## src/rtl/spi_pkg.sv

```systemverilog
// Shared constants for the SPI target: FSM encoding, default idle byte, minimum clk:SCK ratio.
package spi_pkg;
  localparam logic [0:0] ST_IDLE   = 1'b0;
  localparam logic [0:0] ST_ACTIVE = 1'b1;

  localparam logic [7:0] IDLE_BYTE_DEFAULT = 8'hFF;

  // SCK high and low phases each need at least half of this many clk periods.
  localparam int MIN_CLK_RATIO = 8;
endpackage

```

## src/rtl/spi_sync.sv

```systemverilog
// 2-FF synchronizer with a third stage for edge detection; level after 2 clk, edge pulses after 2 clk.
// No backpressure: rise/fall are single-cycle strobes, suppressed until the pipeline holds real samples.
module spi_sync #(
  parameter logic RST_VAL = 1'b0
) (
  input  logic clk,
  input  logic rst,
  input  logic din,
  output logic level,
  output logic rise,
  output logic fall
);
  logic       s1;
  logic       s2;
  logic       s3;
  logic [2:0] primed;

  always_ff @(posedge clk) begin
    if (!rst) begin
      s1     <= RST_VAL;
      s2     <= RST_VAL;
      s3     <= RST_VAL;
      primed <= '0;
    end else begin
      s1     <= din;
      s2     <= s1;
      s3     <= s2;
      primed <= {primed[1:0], 1'b1};
    end
  end

  // Reset values are not samples of the pin, so no edge may be reported until s3 holds a real one.
  assign level = s2;
  assign rise  = primed[2] & s2 & ~s3;
  assign fall  = primed[2] & ~s2 & s3;
endmodule

```

## src/rtl/spi_target.sv

```systemverilog
// Mode-0 SPI target oversampled in clk; pin edge to action 3 clk, rx_valid 4 clk after the last SCK rise.
// rx has no backpressure; tx uses a one-entry holding register (tx_ready = empty), IDLE_BYTE on underrun.
module spi_target
  import spi_pkg::*;
#(
  parameter int                DATA_W    = 8,
  parameter logic [DATA_W-1:0] IDLE_BYTE = DATA_W'(IDLE_BYTE_DEFAULT)
) (
  input  logic              clk,
  input  logic              rst,
  input  logic              spi_clk,
  input  logic              spi_mosi,
  input  logic              spi_cs,
  output logic              spi_miso,
  output logic              spi_miso_oe,
  input  logic [DATA_W-1:0] tx_data,
  input  logic              tx_valid,
  output logic              tx_ready,
  output logic [DATA_W-1:0] rx_data,
  output logic              rx_valid,
  output logic              underrun,
  output logic              busy
);
  localparam int              CW       = (DATA_W > 1) ? $clog2(DATA_W) : 1;
  localparam logic [CW-1:0]   LAST_BIT = CW'(DATA_W - 1);

  logic              sck_rise;
  logic              sck_fall;
  logic              sck_level_unused;
  logic              cs_rise;
  logic              cs_fall;
  logic              cs_level_unused;
  logic              mosi_s;
  logic              mosi_rise_unused;
  logic              mosi_fall_unused;

  logic [0:0]        state;
  logic [CW-1:0]     cnt;
  logic [DATA_W-1:0] tx_shift;
  logic [DATA_W-1:0] rx_shift;
  logic [DATA_W-1:0] hold;
  logic              hold_full;
  logic              rx_pend;
  logic              load_now;
  logic              shift_now;

  spi_sync #(.RST_VAL(1'b0)) u_sync_sck (
    .clk(clk), .rst(rst), .din(spi_clk),
    .level(sck_level_unused), .rise(sck_rise), .fall(sck_fall)
  );

  spi_sync #(.RST_VAL(1'b1)) u_sync_cs (
    .clk(clk), .rst(rst), .din(spi_cs),
    .level(cs_level_unused), .rise(cs_rise), .fall(cs_fall)
  );

  spi_sync #(.RST_VAL(1'b0)) u_sync_mosi (
    .clk(clk), .rst(rst), .din(spi_mosi),
    .level(mosi_s), .rise(mosi_rise_unused), .fall(mosi_fall_unused)
  );

  // A falling SCK with the counter at 0 means a byte just finished: fetch the next one.
  always_comb begin
    load_now  = 1'b0;
    shift_now = 1'b0;
    if (state == ST_IDLE) begin
      load_now = cs_fall;
    end else if (!cs_rise && !sck_rise && sck_fall) begin
      if (cnt == '0) load_now  = 1'b1;
      else           shift_now = 1'b1;
    end
  end

  always_ff @(posedge clk) begin
    if (!rst) begin
      state     <= ST_IDLE;
      cnt       <= '0;
      tx_shift  <= '1;
      rx_shift  <= '0;
      hold      <= '0;
      hold_full <= 1'b0;
      rx_pend   <= 1'b0;
      rx_data   <= '0;
      rx_valid  <= 1'b0;
      underrun  <= 1'b0;
    end else begin
      rx_valid <= rx_pend;
      rx_pend  <= 1'b0;
      underrun <= 1'b0;
      if (rx_pend) rx_data <= rx_shift;

      if (tx_valid && !hold_full) begin
        hold      <= tx_data;
        hold_full <= 1'b1;
      end

      // A load only clears hold_full when it was already full, so it never races a write.
      if (load_now) begin
        if (hold_full) begin
          tx_shift  <= hold;
          hold_full <= 1'b0;
        end else begin
          tx_shift <= IDLE_BYTE;
          underrun <= 1'b1;
        end
      end else if (shift_now) begin
        tx_shift <= {tx_shift[DATA_W-2:0], 1'b1};
      end

      case (state)
        ST_IDLE: begin
          if (cs_fall) begin
            state <= ST_ACTIVE;
            cnt   <= '0;
          end
        end
        default: begin
          if (cs_rise) begin
            state <= ST_IDLE;
            cnt   <= '0;
          end else if (sck_rise) begin
            rx_shift <= {rx_shift[DATA_W-2:0], mosi_s};
            if (cnt == LAST_BIT) begin
              cnt     <= '0;
              rx_pend <= 1'b1;
            end else begin
              cnt <= cnt + 1'b1;
            end
          end
        end
      endcase
    end
  end

  assign spi_miso    = tx_shift[DATA_W-1];
  assign spi_miso_oe = (state == ST_ACTIVE);
  assign busy        = (state == ST_ACTIVE);
  assign tx_ready    = ~hold_full;
endmodule

```

## config.mk

```make
export PLATFORM = sky130hd
export DESIGN_NAME = spi_target
export DESIGN_NICKNAME = d
export VERILOG_FILES = /design/src/rtl/spi_pkg.sv /design/src/rtl/spi_sync.sv /design/src/rtl/spi_target.sv
export SDC_FILE = /design/constraint.sdc
export NUM_CORES = 1
export LEC_CHECK = 0
export CORE_ASPECT_RATIO = 0.9
export CORE_MARGIN = 10
export CORE_UTILIZATION = 58
export CTS_CLUSTER_SIZE = 24
export DETAILED_ROUTE_END_ITERATION = 8
export PLACE_DENSITY = 0.83
export SLEW_MARGIN = 20
export SYNTH_ARGS = -nofsm -noshare
export SYNTH_HDL_FRONTEND = slang
export SYNTH_HIERARCHICAL = 1
export SYNTH_SLANG_ARGS = --single-unit
```

## constraint.sdc

```tcl
create_clock -name clk -period 3.1 [get_ports clk]
set_input_delay 0.31 -clock clk [delete_from_list [all_inputs] [get_ports clk]]
set_output_delay 0.31 -clock clk [all_outputs]
set_load 0.02 [all_outputs]
```

==> summary.txt <==
Placed design
  • Buffers on Ports: 27
  • Placed inst area: 2350 um2
  • Final Wtd Congestion: 0.758
  • Hpwl dp: 2840 um

Pwr
  • Pwr/cell area: 479 nW/um2
  • Leak Pwr: 0.969 nW
  • Maximum VDD drop: 0.295 mV

STA
  • Max Clock Freq: 541 MHz
  • Final clock skew: 0.00538 ns
  • Normalized max-slew margin: 0.511
  • Final Hold Fails: 0
  • TNS Setup: 0 ns
  • RSZ-0062 raised after global routing: false
  • Pins Over Slew Limit: 0
  • Worst-Margin Slew: 0.731 ns
  • Final period utilization: 0.596
  • Final setup fails: 0
  • Min Tclk post-route: 1.85 ns

Cells and area
  • Most common cell after layout, fill and taps aside: dfxtp_1
  • Area Growth Syn to Fin: 16.7%
  • Sequential cell area: 1080 um2
  • Final nets: 248
  • Layout fillers: 247
  • Most frequent cells in the layout: 54 x dfxtp_1, 27 x clkdlybuf4s50_1, 21 x nand2_1
  • Post-route cell area: 2440 um2
  • Area of the multi-input gates: 918 um2
  • Diode count: 0
  • Share of cells above drive strength 1: 0.0517

CTS
  • CTS buffer count: 5
  • CTS clk-pin slew, worst paths: 0.09 ns
  • CTS Hold Buffers Added: 0
  • H-tree depth: 2
  • Clock latency on the worst-skew pair: 0.30 ns
  • CTS tree: yes
  • CTS sink cnt: 54
  • Post-CTS setup buffers: 0
  • Clk root buf: clkbuf_8
  • # resized after CTS: 0
  • CTS Buffer Depth: 2

Floorplanning
  • Die Wd: 83.4 um
  • Die area: 6420 um2
  • Core area: 3430 um2
  • Initial Util: 0.611
  • Die Y: 77.0 um
  • Ports: 28
  • Row count: 20

Hold path
  • Hold_sp: u_sync_cs/s1
  • Hold Path End: u_sync_cs/level
  • Hold Path Cell Cnt: 1
  • Hold Crit Class: register to register

Worst setup path
  • Critical R2R Launch: u_sync_sck/level
  • Crit path DAT: 1.54 ns
  • Setup slack, reg-to-reg: 1.30 ns
  • Crit Path Class: register to output port
  • Crit path required time: 2.79 ns
  • CP Capture Type: output port
  • Critical R2R Capture: tx_shift[2]
  • Path depth of the worst reg2reg path: 4
  • Critical path launch point type: register
  • Worst Path Max Fanout: 9

Synthesis
  • Synth Instances: 211
  • Syn avg cell area: 9.93 um2
  • Post-Syn Nets: 228
  • Mapped Area: 2100 um2
  • Yosys warning count: 6

Run
  • Maxcap violations: 0

Drt
  • # DRC: 0
  • Routed len/inst: 13.8 um
  • Post-DRT Antenna Nets: 0
  • Final WL: 3810 um
  • Drt pass-1 iters: 4
  • Routed vias: 1494
  • Vias per cell: 5.41
  • Starting DRC count in detailed routing: 212

GRT
  • Largest net degree at the start of global routing: 26
  • GRT overflow: 0
  • Vias in the first global route: 1411
  • GRT Total Usage: 0.118
  • Initial antenna violation count: 0
  • First-pass GRT wire length: 6460 um

Outcome
  • Outcome: finished clean
==> report_power, final <==
group	total, mW	internal [mW]	switching, mW
Combinational	0.0743	0.0386	0.0357
Clock	0.377	0.159	0.218
Sequential	0.720	0.711	0.00931
==> metal layers <==
| metal | GRT usage | vias to the layer above | share of wire |
|---|---|---|---|
| li1 | - | 763 | - |
| met1 | 0.142 | 680 | 0.46 |
| met2 | 0.182 | 44 | 0.45 |
| met3 | 0.0475 | 7 | 0.066 |
| met4 | 0.0510 | 0 | 0.017 |
| met5 | 0 | - | 0 |
==> per-stage QoR <==
| stage | power (mW) | cells | setup WS (ns) | hold slack, ns | util |
|---|---|---|---|---|---|
| after global routing | 1.22 | 276 | 1.15 | 0.459 | 0.713 |
| after floorplan | 0.778 | 211 | 1.62 | 0.338 | - |
| after detailed placement | 0.811 | 268 | 1.25 | 0.418 | 0.687 |
| after CTS | 1.18 | 276 | 1.25 | 0.441 | 0.713 |
| final | 1.17 | 276 | 1.25 | 0.435 | 0.713 |
| after global placement | 0.807 | 268 | 1.31 | 0.394 | 0.687 |
==> layout make-up <==
| class | count | area share |
|---|---|---|
| clock buffers | 5 | 0.0281 |
| multi-input cells | 137 | 0.376 |
| flip-flops and latches | 54 | 0.442 |
| well taps | 44 | 0.0225 |
| inverters | 4 | 0.00614 |
| repair buffers | 29 | 0.117 |
| clock inverters | 3 | 0.00870 |
==> flip-flops by register name (all words and copies together), names as in the netlist, 3 cells and up <==
signal / count
cnt: 3
rx_shift: 8
u_sync_cs/primed: 3
rx_data: 8
u_sync_sck/primed: 3
hold: 8
tx_shift: 8
==> worst max-delay path, stage by stage, from the launching register on <==
cell and delay [ns]:
dfxtp_1 0.39, clkinv_1 0.24, clkdlybuf4s50_1 0.61
==> worst max path at each step <==
stage	from	end	depth (start not counted)
after detailed placement	rst	hold[1]	3
final	hold_full	tx_ready	2
after global placement	rst	rx_valid	3
after global routing	hold_full	tx_ready	2
after floorplan	busy	tx_shift[1]	6
after CTS	hold_full	tx_ready	2
Note: power is estimated with default switching activity, not from simulation.
